--- src/rtl/mult_seq_ctrl_pkg.sv ---
`default_nettype none
// ============================================================================
// Module      : mult_seq_ctrl_pkg
// Description : Shared types and constants for the bit-serial multiplier
//               sequencer.
// Revision    : 1.0 - initial release
// ============================================================================
package mult_seq_ctrl_pkg;

   typedef enum logic [1:0] {
      ST_IDLE   = 2'd0,
      ST_LOAD   = 2'd1,
      ST_SAMPLE = 2'd2,
      ST_DONE   = 2'd3
   } mult_seq_state_t;

   localparam int         MULT_W         = 4;
   localparam logic [2:0] M_CTRL_NOWRITE = 3'b100;

endpackage
`default_nettype wire

--- src/rtl/mult_seq_ctrl.sv ---
`default_nettype none
// ============================================================================
// Module      : mult_seq_ctrl
// Description : Drives a 4-lane bit-serial AND multiplier one partial-product
//               row per pass and accumulates a full W x W product.
//               Define MULT_SEQ_CTRL_SIGNED_EN for two's-complement operands.
// Revision    : 1.0 - initial release
// ============================================================================
module mult_seq_ctrl
   import mult_seq_ctrl_pkg::*;
#(
   parameter int W = MULT_W
) (
   input  logic           CLK,
   input  logic           RST,
   input  logic           IN_VALID,
   output logic           IN_READY,
   input  logic [W-1:0]   OPA,
   input  logic [W-1:0]   OPB,
   output logic           MA,
   output logic           MB,
   output logic [2:0]     M_CTRL,
   input  logic [W-1:0]   PP,
   output logic [2*W-1:0] PROD,
   output logic           OUT_VALID
);

   localparam logic [1:0] c_LAST = 2'(W - 1);

   mult_seq_state_t r_state;
   mult_seq_state_t w_state_nxt;

   logic [1:0]     r_k;
   logic [1:0]     r_j;
   logic [W-1:0]   r_opa;
   logic [W-1:0]   r_opb;
   logic [2*W-1:0] r_acc;
   logic [2*W-1:0] r_prod;

   logic           w_accept;
   logic [1:0]     w_lane;
   logic [W-1:0]   w_opa_lat;
   logic [W-1:0]   w_opb_lat;
   logic [2*W-1:0] w_acc_nxt;
   logic [2*W-1:0] w_prod_fin;

   assign w_accept  = (r_state == ST_IDLE) && IN_VALID;
   assign w_lane    = c_LAST - r_k;
   assign w_acc_nxt = r_acc + ({{W{1'b0}}, PP} << r_j);

`ifdef MULT_SEQ_CTRL_SIGNED_EN
   logic r_sign;

   // Magnitudes are latched; the most negative value maps to its unsigned magnitude.
   assign w_opa_lat  = OPA[W-1] ? (~OPA + 1'b1) : OPA;
   assign w_opb_lat  = OPB[W-1] ? (~OPB + 1'b1) : OPB;
   assign w_prod_fin = r_sign ? (~w_acc_nxt + 1'b1) : w_acc_nxt;

   always_ff @(posedge CLK) begin
      if (RST) begin
         r_sign <= 1'b0;
      end else if (w_accept) begin
         r_sign <= OPA[W-1] ^ OPB[W-1];
      end
   end
`else
   assign w_opa_lat  = OPA;
   assign w_opb_lat  = OPB;
   assign w_prod_fin = w_acc_nxt;
`endif

   always_ff @(posedge CLK) begin
      if (RST) begin
         r_state <= ST_IDLE;
      end else begin
         r_state <= w_state_nxt;
      end
   end

   always_comb begin
      w_state_nxt = r_state;
      IN_READY    = 1'b0;
      MA          = 1'b0;
      MB          = 1'b0;
      M_CTRL      = M_CTRL_NOWRITE;
      case (r_state)
         ST_IDLE: begin
            IN_READY = 1'b1;
            if (IN_VALID) begin
               w_state_nxt = ST_LOAD;
            end
         end
         ST_LOAD: begin
            // A enters MSB first so that after four shifts lane i holds A[i].
            MA     = r_opa[w_lane];
            MB     = r_opb[r_j];
            M_CTRL = {1'b0, w_lane};
            if (r_k == c_LAST) begin
               w_state_nxt = ST_SAMPLE;
            end
         end
         ST_SAMPLE: begin
            w_state_nxt = (r_j == c_LAST) ? ST_DONE : ST_LOAD;
         end
         default: begin
            w_state_nxt = ST_IDLE;
         end
      endcase
   end

   always_ff @(posedge CLK) begin
      if (RST) begin
         r_k    <= 2'd0;
         r_j    <= 2'd0;
         r_opa  <= '0;
         r_opb  <= '0;
         r_acc  <= '0;
         r_prod <= '0;
      end else begin
         case (r_state)
            ST_IDLE: begin
               if (w_accept) begin
                  r_opa <= w_opa_lat;
                  r_opb <= w_opb_lat;
                  r_acc <= '0;
                  r_j   <= 2'd0;
                  r_k   <= 2'd0;
               end
            end
            ST_LOAD: begin
               r_k <= r_k + 2'd1;
            end
            ST_SAMPLE: begin
               r_acc <= w_acc_nxt;
               // Final row: register the result so it is valid throughout DONE.
               if (r_j == c_LAST) begin
                  r_prod <= w_prod_fin;
               end else begin
                  r_j <= r_j + 2'd1;
                  r_k <= 2'd0;
               end
            end
            default: begin
            end
         endcase
      end
   end

   assign PROD      = r_prod;
   assign OUT_VALID = (r_state == ST_DONE);

endmodule
`default_nettype wire
--- config.mk ---
export PLATFORM = sky130hd
export DESIGN_NAME = mult_seq_ctrl
export DESIGN_NICKNAME = d
export VERILOG_FILES = /design/src/rtl/mult_seq_ctrl_pkg.sv /design/src/rtl/mult_seq_ctrl.sv
export SDC_FILE = /design/constraint.sdc
export NUM_CORES = 1
export LEC_CHECK = 0
export CORE_MARGIN = 5
export CORE_UTILIZATION = 49
export CTS_BUF_LIST = sky130_fd_sc_hd__clkbuf_4
export CTS_CLUSTER_DIAMETER = 40
export CTS_CLUSTER_SIZE = 20
export DETAILED_ROUTE_END_ITERATION = 10
export GPL_ROUTABILITY_DRIVEN = 0
export PLACE_DENSITY = 0.78
export SKIP_CTS_REPAIR_TIMING = 1
export SLEW_MARGIN = 40
export SYNTH_ARGS = -nofsm -noshare
export SYNTH_HDL_FRONTEND = slang
export SYNTH_SLANG_ARGS = --single-unit
export TNS_END_PERCENT = 1
--- constraint.sdc ---
create_clock -name CLK -period 2.2 [get_ports CLK]
set_clock_uncertainty 0.05 [all_clocks]
set_input_delay 0.22 -clock CLK [delete_from_list [all_inputs] [get_ports CLK]]
set_output_delay 0.22 -clock CLK [all_outputs]
set_load 0.02 [all_outputs]
==> results.json <==
{
  "first_pass_iters": 4,
  "synthCells": 191,
  "grt_pass1_vias": 1424,
  "synth.distinct_cells": 52,
  "grt_usage": 0.165,
  "startpoint_type": "flop",
  "diodes": 0,
  "hold_viol_final": 0,
  "clk_pin_slew_worst_paths_ns": 0.10,
  "initial_core_util": 0.515,
  "period_minus_slack_ns": 2.14,
  "required_ns": 2.43,
  "core-area_mm2": 0.00339,
  "slowest_stage": "dfxtp_1",
  "insertion_delay_ns": 0.34,
  "status": "finished clean",
  "synth_top_area_cell": "dfxtp_1",
  "hold_start": "PROD[3]",
  "fin_cells": 282,
  "drt_iter0_drc": 89,
  "netlist_area_mm2": 0.00175,
  "setup_violations": 0,
  "die_x_um": 69.7,
  "num_rows": 21,
  "dieHeight_um": 69.7,
  "root_buffer": "clkbuf_4",
  "clock_path_buffers": 2,
  "max_freq_ghz": 0.467,
  "htree_levels": 2,
  "pwr_density_cell_mw_per_mm2": 553,
  "areaGrowthSynthToFinish_pct": 30.6,
  "grt_pass1_wl_um": 6430,
  "r2r_start": "r_j[1]",
  "crit_type": "flop to flop",
  "crit_buf_inv": 0,
  "slew_viol_final": 0,
  "path_cells": "a21oi_1 -> a21oi_1 -> ha_1 -> a21oi_1 -> o21ai_0 -> or4_1 -> nand3_1",
  "io_buffers": 29,
  "nNetsFinal": 260,
  "wl_per_cell_um": 13.7,
  "hp-class": "flop to flop",
  "cp_top_family": "compound AO/OA/AOI/OAI gates",
  "synth-seq-cells": 30,
  "fillers": 290,
  "synth-async-reset-ratio": 0,
  "synth_top_cell_area_share": 0.344,
  "drc": 0,
  "yosys_warnings": 0,
  "synthFlopType": "dfxtp_1",
  "cp-end-kind": "flop",
  "synth_nets": 216,
  "relSlewSlack": 0.673,
  "gr-total-overflow": 0,
  "critical-path-max-stage-delay_ns": 0.51,
  "layout_common_cells": "dfxtp_1, nor2_1, clkdlybuf4s50_1",
  "hpwlAfterDp_um": 2790,
  "min_period_over_period": 0.973,
  "drive_above_1_share": 0.178,
  "worstPathArrival_ns": 2.37,
  "dp_cells": 274,
  "antenna_found_initial": 0,
  "die_area_mm2": 0.00486,
  "ioPinCount": 30,
  "synth.avg_cell_area_um2": 9.14,
  "finalSetupTns_ns": 0,
  "grt_max_degree": 37,
  "num_vias": 1499,
  "cts_tree": "yes",
  "wirelength_um": 3860,
  "clock-sinks": 30,
  "startpoint": "r_j[1]",
  "numCtsBuffers": 5,
  "tightest_slew_ns": 0.490,
  "synth_enable_flop_cells": 0,
  "via_per_inst": 5.32,
  "layout_commonest_cell": "dfxtp_1",
  "p_leak_nw": 0.993,
  "ys_seq_area_frac": 0.344,
  "maxCapViolCount": 0,
  "ir_drop_uv": 313,
  "worst_slack_ns": 0.0599,
  "rsz0062_at_grt": "true",
  "critPathMaxFanout": 10,
  "dp_slack_ns": -0.240,
  "cp_common_cell": "a21oi_1",
  "synth_top_cells_by_area": "dfxtp_1, mux2i_1, ha_1",
  "final_antenna_net_count": 0
}
path summary, 6_finish.rpt:
check	end	slack, ns	cells past startpoint
min reg2reg	PROD[3]	0.41	2
max	PROD[7]	0.06	7
max reg2reg	PROD[7]	0.06	7
min	PROD[3]	0.41	2
where the power goes:
group	switching [W]	total, W	leakage, nW	internal, W
sequential	0.00000779	0.000562	0.245	0.000555
clock	0.000204	0.000554	0.0528	0.000350
combinational	0.0000682	0.000144	0.696	0.0000762
cell usage after synthesis (2+ instances only):
master / count
nor2b_1: 3
nor2_1: 26
nand2b_1: 2
o31ai_1: 3
dfxtp_1: 30
a22oi_1: 5
o21ai_0: 7
nor3b_1: 2
a21oi_1: 13
nand3_1: 2
o311ai_0: 2
o21a_1: 3
clkbuf_1: 3
or2_2: 2
ha_1: 9
inv_1: 5
mux2i_1: 14
and2_1: 4
buf_2: 2
or3_1: 3
nand2_1: 9
nand3b_1: 6
mux4_2: 2
clkbuf_8: 3
nor3_1: 4
area by class of cell:
cell class | instances | area [µm²] | share of cell area
clock buffers | 5 | 37.5 | 0.0165
clock inverters | 3 | 63.8 | 0.0280
inverters | 5 | 18.8 | 0.00823
multi-input cells | 145 | 1060 | 0.464
flip-flops and latches | 30 | 606 | 0.265
well taps | 46 | 57.6 | 0.0252
repair buffers | 48 | 440 | 0.193
stage by stage:
step           total power [W]  hold slack [ns]  cell area, µm²  utilization
6_report               0.00126            0.406            2280        0.673
4_1_cts                0.00127            0.410            2250        0.663
3_5_place_dp          0.000719            0.397            2150        0.633
2_1_floorplan         0.000661            0.317            1750            -
5_1_grt                0.00131            0.429            2280        0.673
3_3_place_gp          0.000717            0.393            2150        0.633
flip-flops by register name (all words and copies together) (netlist names):
| signal | flops |
|---|---|
| PROD | 8 |
| r_j | 2 |
| r_acc | 8 |
| r_state | 2 |
| r_opa | 4 |
| r_opb | 4 |
| r_k | 2 |
worst min-delay path, cell delays in order (launching register included):
cell and delay [ns]:
dfxtp_1 0.32, nand2_1 0.05, a21oi_1 0.05
metal layers:
layer	vias up	global-route usage	wire length, µm
met5	-	0	0
met4	0	0.0745	68
met3	5	0.0464	140
met2	27	0.262	1820
met1	692	0.208	1830
li1	775	-	-
kinds of logic after synthesis:
family                     synth area share
DFF                                   0.344
buffers and inverters                0.0623
AOI/OAI and AO/OA                     0.181
and+or+nand+nor                       0.220
adders and majority gates            0.0759
xor gates and xnor gates            0.00502
muxes                                 0.112
(Power assumes the default switching activity.)
